===== src/rtl/invsqrt_arbiter.sv =====
// Round-robin front end that shares one pipelined inverse-sqrt core between NUM_REQ requesters.
// Define INVSQRT_ARB_ERRCHK_EN to build the sticky tag/core valid mismatch check on err.
module invsqrt_arbiter #(
   parameter int NUM_REQ  = 4,
   parameter int CORE_LAT = 4,
   parameter int IDW      = $clog2(NUM_REQ)
) (
   input  logic                  clk,
   input  logic                  rst,
   input  logic                  ce,
   input  logic [NUM_REQ-1:0]    req_valid,
   input  logic [32*NUM_REQ-1:0] req_data,
   output logic [NUM_REQ-1:0]    req_ready,
   output logic [NUM_REQ-1:0]    rsp_valid,
   output logic [31:0]           rsp_data,
   output logic                  core_ce,
   output logic [31:0]           core_DataIn,
   input  logic [31:0]           core_DataOut,
   input  logic                  core_DataValid,
   output logic                  err
);

   logic [IDW-1:0]                rr_ptr;
   logic [NUM_REQ-1:0]            hi_mask;
   logic [NUM_REQ-1:0]            masked;
   logic [NUM_REQ-1:0]            pick_src;
   logic [NUM_REQ-1:0]            grant;
   logic [IDW-1:0]                grant_idx;
   logic [31:0]                   grant_data;
   logic                          accept;
   logic                          iss_vld;
   logic [IDW-1:0]                iss_id;
   logic [CORE_LAT-1:0]           tag_vld;
   logic [CORE_LAT-1:0][IDW-1:0]  tag_id;
   logic                          tag_vld_out;
   logic [IDW-1:0]                tag_id_out;
   logic [NUM_REQ-1:0]            rsp_hit;
   logic [IDW-1:0][NUM_REQ-1:0]   idx_bits;
   logic [31:0][NUM_REQ-1:0]      data_bits;

   // Per-requester terms; the one-hot grant is turned into an index and a data mux by OR-reduction.
   genvar gi, bi;
   generate
      for (gi = 0; gi < NUM_REQ; gi++) begin : g_req
         assign hi_mask[gi] = (IDW'(gi) >= rr_ptr);
         assign rsp_hit[gi] = (tag_id_out == IDW'(gi));
         for (bi = 0; bi < IDW; bi++) begin : g_idx
            assign idx_bits[bi][gi] = grant[gi] & (((gi >> bi) & 1) != 0);
         end
         for (bi = 0; bi < 32; bi++) begin : g_dat
            assign data_bits[bi][gi] = grant[gi] & req_data[32*gi + bi];
         end
      end
      for (bi = 0; bi < IDW; bi++) begin : g_idx_or
         assign grant_idx[bi] = |idx_bits[bi];
      end
      for (bi = 0; bi < 32; bi++) begin : g_dat_or
         assign grant_data[bi] = |data_bits[bi];
      end
   endgenerate

   // Requesters at or above the pointer win first; otherwise wrap to the lowest valid one.
   assign masked    = req_valid & hi_mask;
   assign pick_src  = (|masked) ? masked : req_valid;
   assign grant     = pick_src & (~pick_src + NUM_REQ'(1));
   assign req_ready = (ce && !rst) ? grant : '0;
   assign accept    = |req_ready;
   assign core_ce   = ce;

   always_ff @(posedge clk or posedge rst) begin
      if (rst) begin
         rr_ptr      <= '0;
         iss_vld     <= 1'b0;
         iss_id      <= '0;
         core_DataIn <= '0;
      end else if (ce) begin
         iss_vld <= accept;
         if (accept) begin
            rr_ptr      <= (grant_idx == IDW'(NUM_REQ-1)) ? '0 : grant_idx + IDW'(1);
            iss_id      <= grant_idx;
            core_DataIn <= grant_data;
         end
      end
   end

   // Tag pipe advances in lockstep with the core so its output lines up with core_DataOut.
   always_ff @(posedge clk or posedge rst) begin
      if (rst) begin
         tag_vld <= '0;
         tag_id  <= '0;
      end else if (ce) begin
         tag_vld <= CORE_LAT'({tag_vld, iss_vld});
         tag_id  <= (CORE_LAT*IDW)'({tag_id, iss_id});
      end
   end

   assign tag_vld_out = tag_vld[CORE_LAT-1];
   assign tag_id_out  = tag_id[CORE_LAT-1];

   always_ff @(posedge clk or posedge rst) begin
      if (rst) begin
         rsp_valid <= '0;
         rsp_data  <= '0;
      end else if (ce && tag_vld_out) begin
         rsp_valid <= rsp_hit;
         rsp_data  <= core_DataOut;
      end else begin
         rsp_valid <= '0;
      end
   end

`ifdef INVSQRT_ARB_ERRCHK_EN
   // A tagged slot must carry a core result; an untagged slot may (idle fill) or may not.
   always_ff @(posedge clk or posedge rst) begin
      if (rst) begin
         err <= 1'b0;
      end else if (ce && tag_vld_out && !core_DataValid) begin
         err <= 1'b1;
      end
   end
`else
   logic unused_core_valid;
   assign unused_core_valid = core_DataValid;
   assign err = 1'b0;
`endif

endmodule


===== config.mk =====
export PLATFORM = sky130hd
export DESIGN_NAME = invsqrt_arbiter
export DESIGN_NICKNAME = d
export VERILOG_FILES = /design/src/rtl/invsqrt_arbiter.sv
export SDC_FILE = /design/constraint.sdc
export NUM_CORES = 1
export LEC_CHECK = 0
export ABC_AREA = 1
export CAP_MARGIN = 0
export CORE_ASPECT_RATIO = 0.75
export CORE_UTILIZATION = 42
export CTS_BUF_LIST = sky130_fd_sc_hd__clkbuf_8 sky130_fd_sc_hd__clkbuf_16
export CTS_CLUSTER_SIZE = 30
export DETAILED_ROUTE_END_ITERATION = 10
export MAX_ROUTING_LAYER = met4
export PLACE_DENSITY = 0.87
export SYNTH_ARGS = -nofsm -noshare
export SYNTH_HDL_FRONTEND = slang
export SYNTH_SLANG_ARGS = --single-unit

===== constraint.sdc =====
create_clock -name clk -period 6.6 [get_ports clk]
set_input_delay 1.32 -clock clk [delete_from_list [all_inputs] [get_ports clk]]
set_output_delay 1.32 -clock clk [all_outputs]
set_load 0.005 [all_outputs]

Word-level counts from Yosys, hierarchy flattened
Cells that the tools add are included.

Bits of input ports: 168. Register bits after elaboration: 85.

Reduce and logical (&&, ||, !) cells: 41. Order comparisons: 4. $add $sub $neg: 2. Multiplexer cells: 4. Bitwise logic cells: 131. Equality and inequality tests: 4.

Operators with widths (count): $reduce_or 4->1 (34); $and 1x1->1 (128); $mux 4 (3); $and 4x4->4 (2); $eq 2x2->1 const B (3); $add 4x1->4 const B (1); $ge 1x2->1 const A (2); $ge 2x2->1 const A (2); $not 4->4 (1); $reduce_or 2->1 (2); $add 2x1->2 const B (1); $eq 2x1->1 const B (1); $logic_and 1x1->1 (2); $logic_not 2->1 (1); $mux 2 (1); $reduce_and 2->1 (1); $logic_not 1->1 (1).

Depth between registers and ports, before layout
Word-level depth: 10. Gate-level depth with buffers: 11. Gate-level depth less buffers: 10.

Least setup slack after synthesis
Ideal clock, no wire load.

Kind: input to output. Start point: in req_valid[1]. End point: out req_ready[1]. Stages: 6. Setup slack: 3.140 ns. Arrival time: 2.140 ns. Path buffers: 1. Required time: 5.280 ns. Path through: a21oi_2 nand4_1 nand2_2 buf_2 nand2_1 nor2_1.

Longest elaborated chain between the ends: 7.

Ends and longest elaborated chain: from (decl) (RTL line 11) `input logic [NUM_REQ-1:0] req_valid,`; $and 4x4->4 (RTL line 63) `assign masked = req_valid & hi_mask;`; $reduce_or 4->1 (RTL line 64) `assign pick_src = (|masked) ? masked : req_valid;`; $mux 4 (*) (RTL line 64); $not 4->4 (RTL line 65) `assign grant = pick_src & (~pick_src + NUM_REQ'(1));`; $add 4x1->4 (RTL line 65); $and 4x4->4 (*) (RTL line 65); $mux 4 (*) (RTL line 66) `assign req_ready = (ce && !rst) ? grant : '0;`; to (decl) (RTL line 13) `output logic [NUM_REQ-1:0] req_ready,`.

Mark *: on every way between the ends. The rest lies on a longest branch, timed or not.

Final worst setup path
Start point: in req_valid[0]. End point: out req_ready[1].

The elaborated chain is that of the path after synthesis.

==> reports/results.ini <==
[layout]
fin_nets = 943
n_antenna_cell = 0
syn_to_final_growth_pct = 61.9
drive_gt1_share_pct = 8.46

[drt]
avgRoutedWirePerCell_um = 15.5
drt_first_pass_iters = 5
drc = 0
drtAntennaViolNets = 0
drt-initial-drc-count = 292
vias = 4635
wl_um = 14200
viasPerCell = 5.06

[die]
die_height_um = 90.9
dieArea_um2 = 11000
fp-row-count = 32
initial_utilization_pct = 43.2
die_x_um = 121
io_pins = 242
coreArea_um2 = 10200

[timing]
setup_slack_ns = 1.58
layout_min_cycle_time_ns = 5.02
hold_viol = 0
skew_ns = 0.00708
slew_headroom_pct = 50.3
max_freq_mhz = 199
tightest_slew_ns = 0.743
setup_viol = 0
rsz0062_at_grt = no
report.final.slew_viol_count = 0
period_share_pct = 76.1
setup_tns_ns = 0

[worst_setup_path]
crit_arrival_ns = 3.70
path_max_fanout = 24
worstSetupStartpointType = input port
critical_path_class = input port to output port
worst_setup_path_end_kind = output port
required_ns = 5.28

[grt]
grt_max_degree = 66
grt_pass1_vias = 4591
overflow = 0
antenna_found_initial = 0
grtUsageTotal_pct = 27.0
grt_pass1_wl_um = 22400

[synth]
synth-seq-cells = 85
yosys.area_share.simple_pct = 33.5
synth_cell_types = 25
ys_seq_area_share_pct = 48.0
avgSynthCellArea_um2 = 7.98
synth_xor_area_share_pct = 0
synth_warnings = 0
synthMuxAreaShare_pct = 8.14
syn_area_um2 = 4430
syn-num-nets = 723
syn_inst = 555
synth_top_family_by_area = simple AND/OR/NAND/NOR gates
synth_fa_ha_area_share_pct = 0
synth-compound-area-share_pct = 1.95

[cts]
clock_latency_ns = 0.33
cts_tree = done
hold_buffers = 0
clock-sinks = 85
cts_buffers = 9
path_clk_slew_ns = 0.06
clk_path_buf_depth = 2
cts_max_level = 3
post_cts.repair.setup_buffers = 0
cts_resized = 0
ctsRootBufferMaster = clkbuf_16

[place]
port_buffers = 239
pre_cts_slack_ns = 1.63
hpwl_um = 10300
gp_congestion = 0.866

[run]
cap_violations = 0

[hold_path]
hp-class = flop to flop

[power_and_ir_drop]
p_leak_nw = 3.31
ir_drop_mv = 0.252
power_density_nw_per_um2 = 332

[run_status]
status = complete, no violations

critical path, stage by stage:
cell and delay, ns:
clkdlybuf4s50_1 0.46, nand2_2 0.13, inv_1 0.05, a31oi_2 0.50, buf_4 0.40, nand2_1 0.11, nor2_1 0.17, clkdlybuf4s50_1 0.54
through the flow:
| step | hold slack [ns] | util, % | instances | power (mW) | cell area (um2) |
|---|---|---|---|---|---|
| global route | 0.479 | 69.9 | 916 | 2.53 | 7170 |
| CTS | 0.471 | 69.9 | 916 | 2.40 | 7170 |
| detailed placement | 0.456 | 66.7 | 900 | 1.83 | 6840 |
| finish | 0.464 | 69.9 | 916 | 2.38 | 7170 |
| global placement | 0.439 | 66.7 | 900 | 1.79 | 6840 |
| floorplan | 0.432 | - | 555 | 1.29 | 4430 |
area by class of cell:
cell class / instances / area, um2
clock buffer: 10 / 239
multi-input combinational: 389 / 1930
fill: 839 / 3080
sequential: 85 / 2130
inverter: 46 / 176
timing repair buffer: 244 / 2430
clock inverter: 6 / 92.6
tap: 136 / 170
layer usage:
metal / global-route usage, % / share of wire (%) / vias to the layer above
met1: 29.7 / 38 / 2178
met3: 7.45 / 8.0 / 31
met4: 9.26 / 2.6 / 0
met2: 46.7 / 51 / 203
met5: - / 0 / -
li1: - / - / 2223
logic make-up (layout without fill, tap and decap cells):
kind of cell | after synthesis | after routing
buf+inv | 81 | 306
other cells | 1 | 1
flops | 85 | 85
mux | 32 | 32
simple gates | 341 | 341
compound gates | 15 | 15
path summary, 6_finish.rpt:
check,from,end,slack (ns),cells after the start
worst max-delay path,req_valid[0],req_ready[1],1.58,8
worst min-delay path,tag_id_out[1]$_DFFE_PP0P_,rsp_valid[1]$_DFF_PP0_,0.46,1
worst min register to register,tag_id_out[1]$_DFFE_PP0P_,rsp_valid[1]$_DFF_PP0_,0.46,1
max in group asynchronous,rst,rsp_data[29]$_DFFE_PP0P_,4.14,3
worst max register to register,rr_ptr[0]$_DFFE_PP0P_,core_DataIn[16]$_DFFE_PP0P_,3.45,11
min in group asynchronous,rst,core_DataIn[7]$_DFFE_PP0P_,1.40,2
Yosys cell counts:
master / instances / share of area [%]
a21oi_2: 1 / 0.20
a31oi_2: 1 / 0.28
buf_1: 2 / 0.17
buf_2: 20 / 2.3
buf_4: 8 / 1.4
buf_6: 1 / 0.25
clkbuf_1: 4 / 0.34
conb_1: 1 / 0.085
dfrtp_1: 85 / 48
inv_1: 43 / 3.6
inv_2: 2 / 0.17
inv_4: 1 / 0.14
mux2_2: 32 / 8.1
nand2_1: 192 / 16
nand2_2: 3 / 0.42
nand2_4: 1 / 0.25
nand3_1: 128 / 14
nand3_2: 1 / 0.23
nand4_1: 2 / 0.28
nor2_1: 8 / 0.68
nor2_2: 1 / 0.14
nor2_4: 1 / 0.25
nor3_1: 4 / 0.45
o21ai_0: 10 / 1.1
o21ai_1: 3 / 0.34
report_power, final:
group          internal (mW)  total, mW  leakage, nW  switching [mW]
combinational          0.553       1.01         2.10           0.461
sequential             0.709      0.815         1.06           0.106
clock                  0.344      0.549        0.156           0.204
layout by cell type (no fill, tap or decap):
master             n
nand2_1          192
dfrtp_1           85
o21ai_1            3
o21ai_0           10
nand2_2            3
clkbuf_8           1
a31oi_2            1
inv_2              2
nor2_2             1
inv_1             42
nand3_2            1
buf_4              5
a21oi_2            1
bufinv_16          2
nor2_4             1
nand3_1          128
clkinv_2           1
nand4_1            2
mux2_2            32
conb_1             1
nor2_1             8
inv_4              1
inv_6              2
clkdlybuf4s50_1  239
clkinvlp_4         2
nor3_1             4
nand2_4            1
clkbuf_16          9
sequential cells by signal, indices dropped and copies added, names as in the netlist:
signal,cells
rsp_valid,4
iss_id,2
tag_vld,4
rr_ptr,2
iss_vld,1
core_DataIn,32
rsp_data,32
tag_id_out,2
tag_id,6
Power figures use the tool's default switching activity.
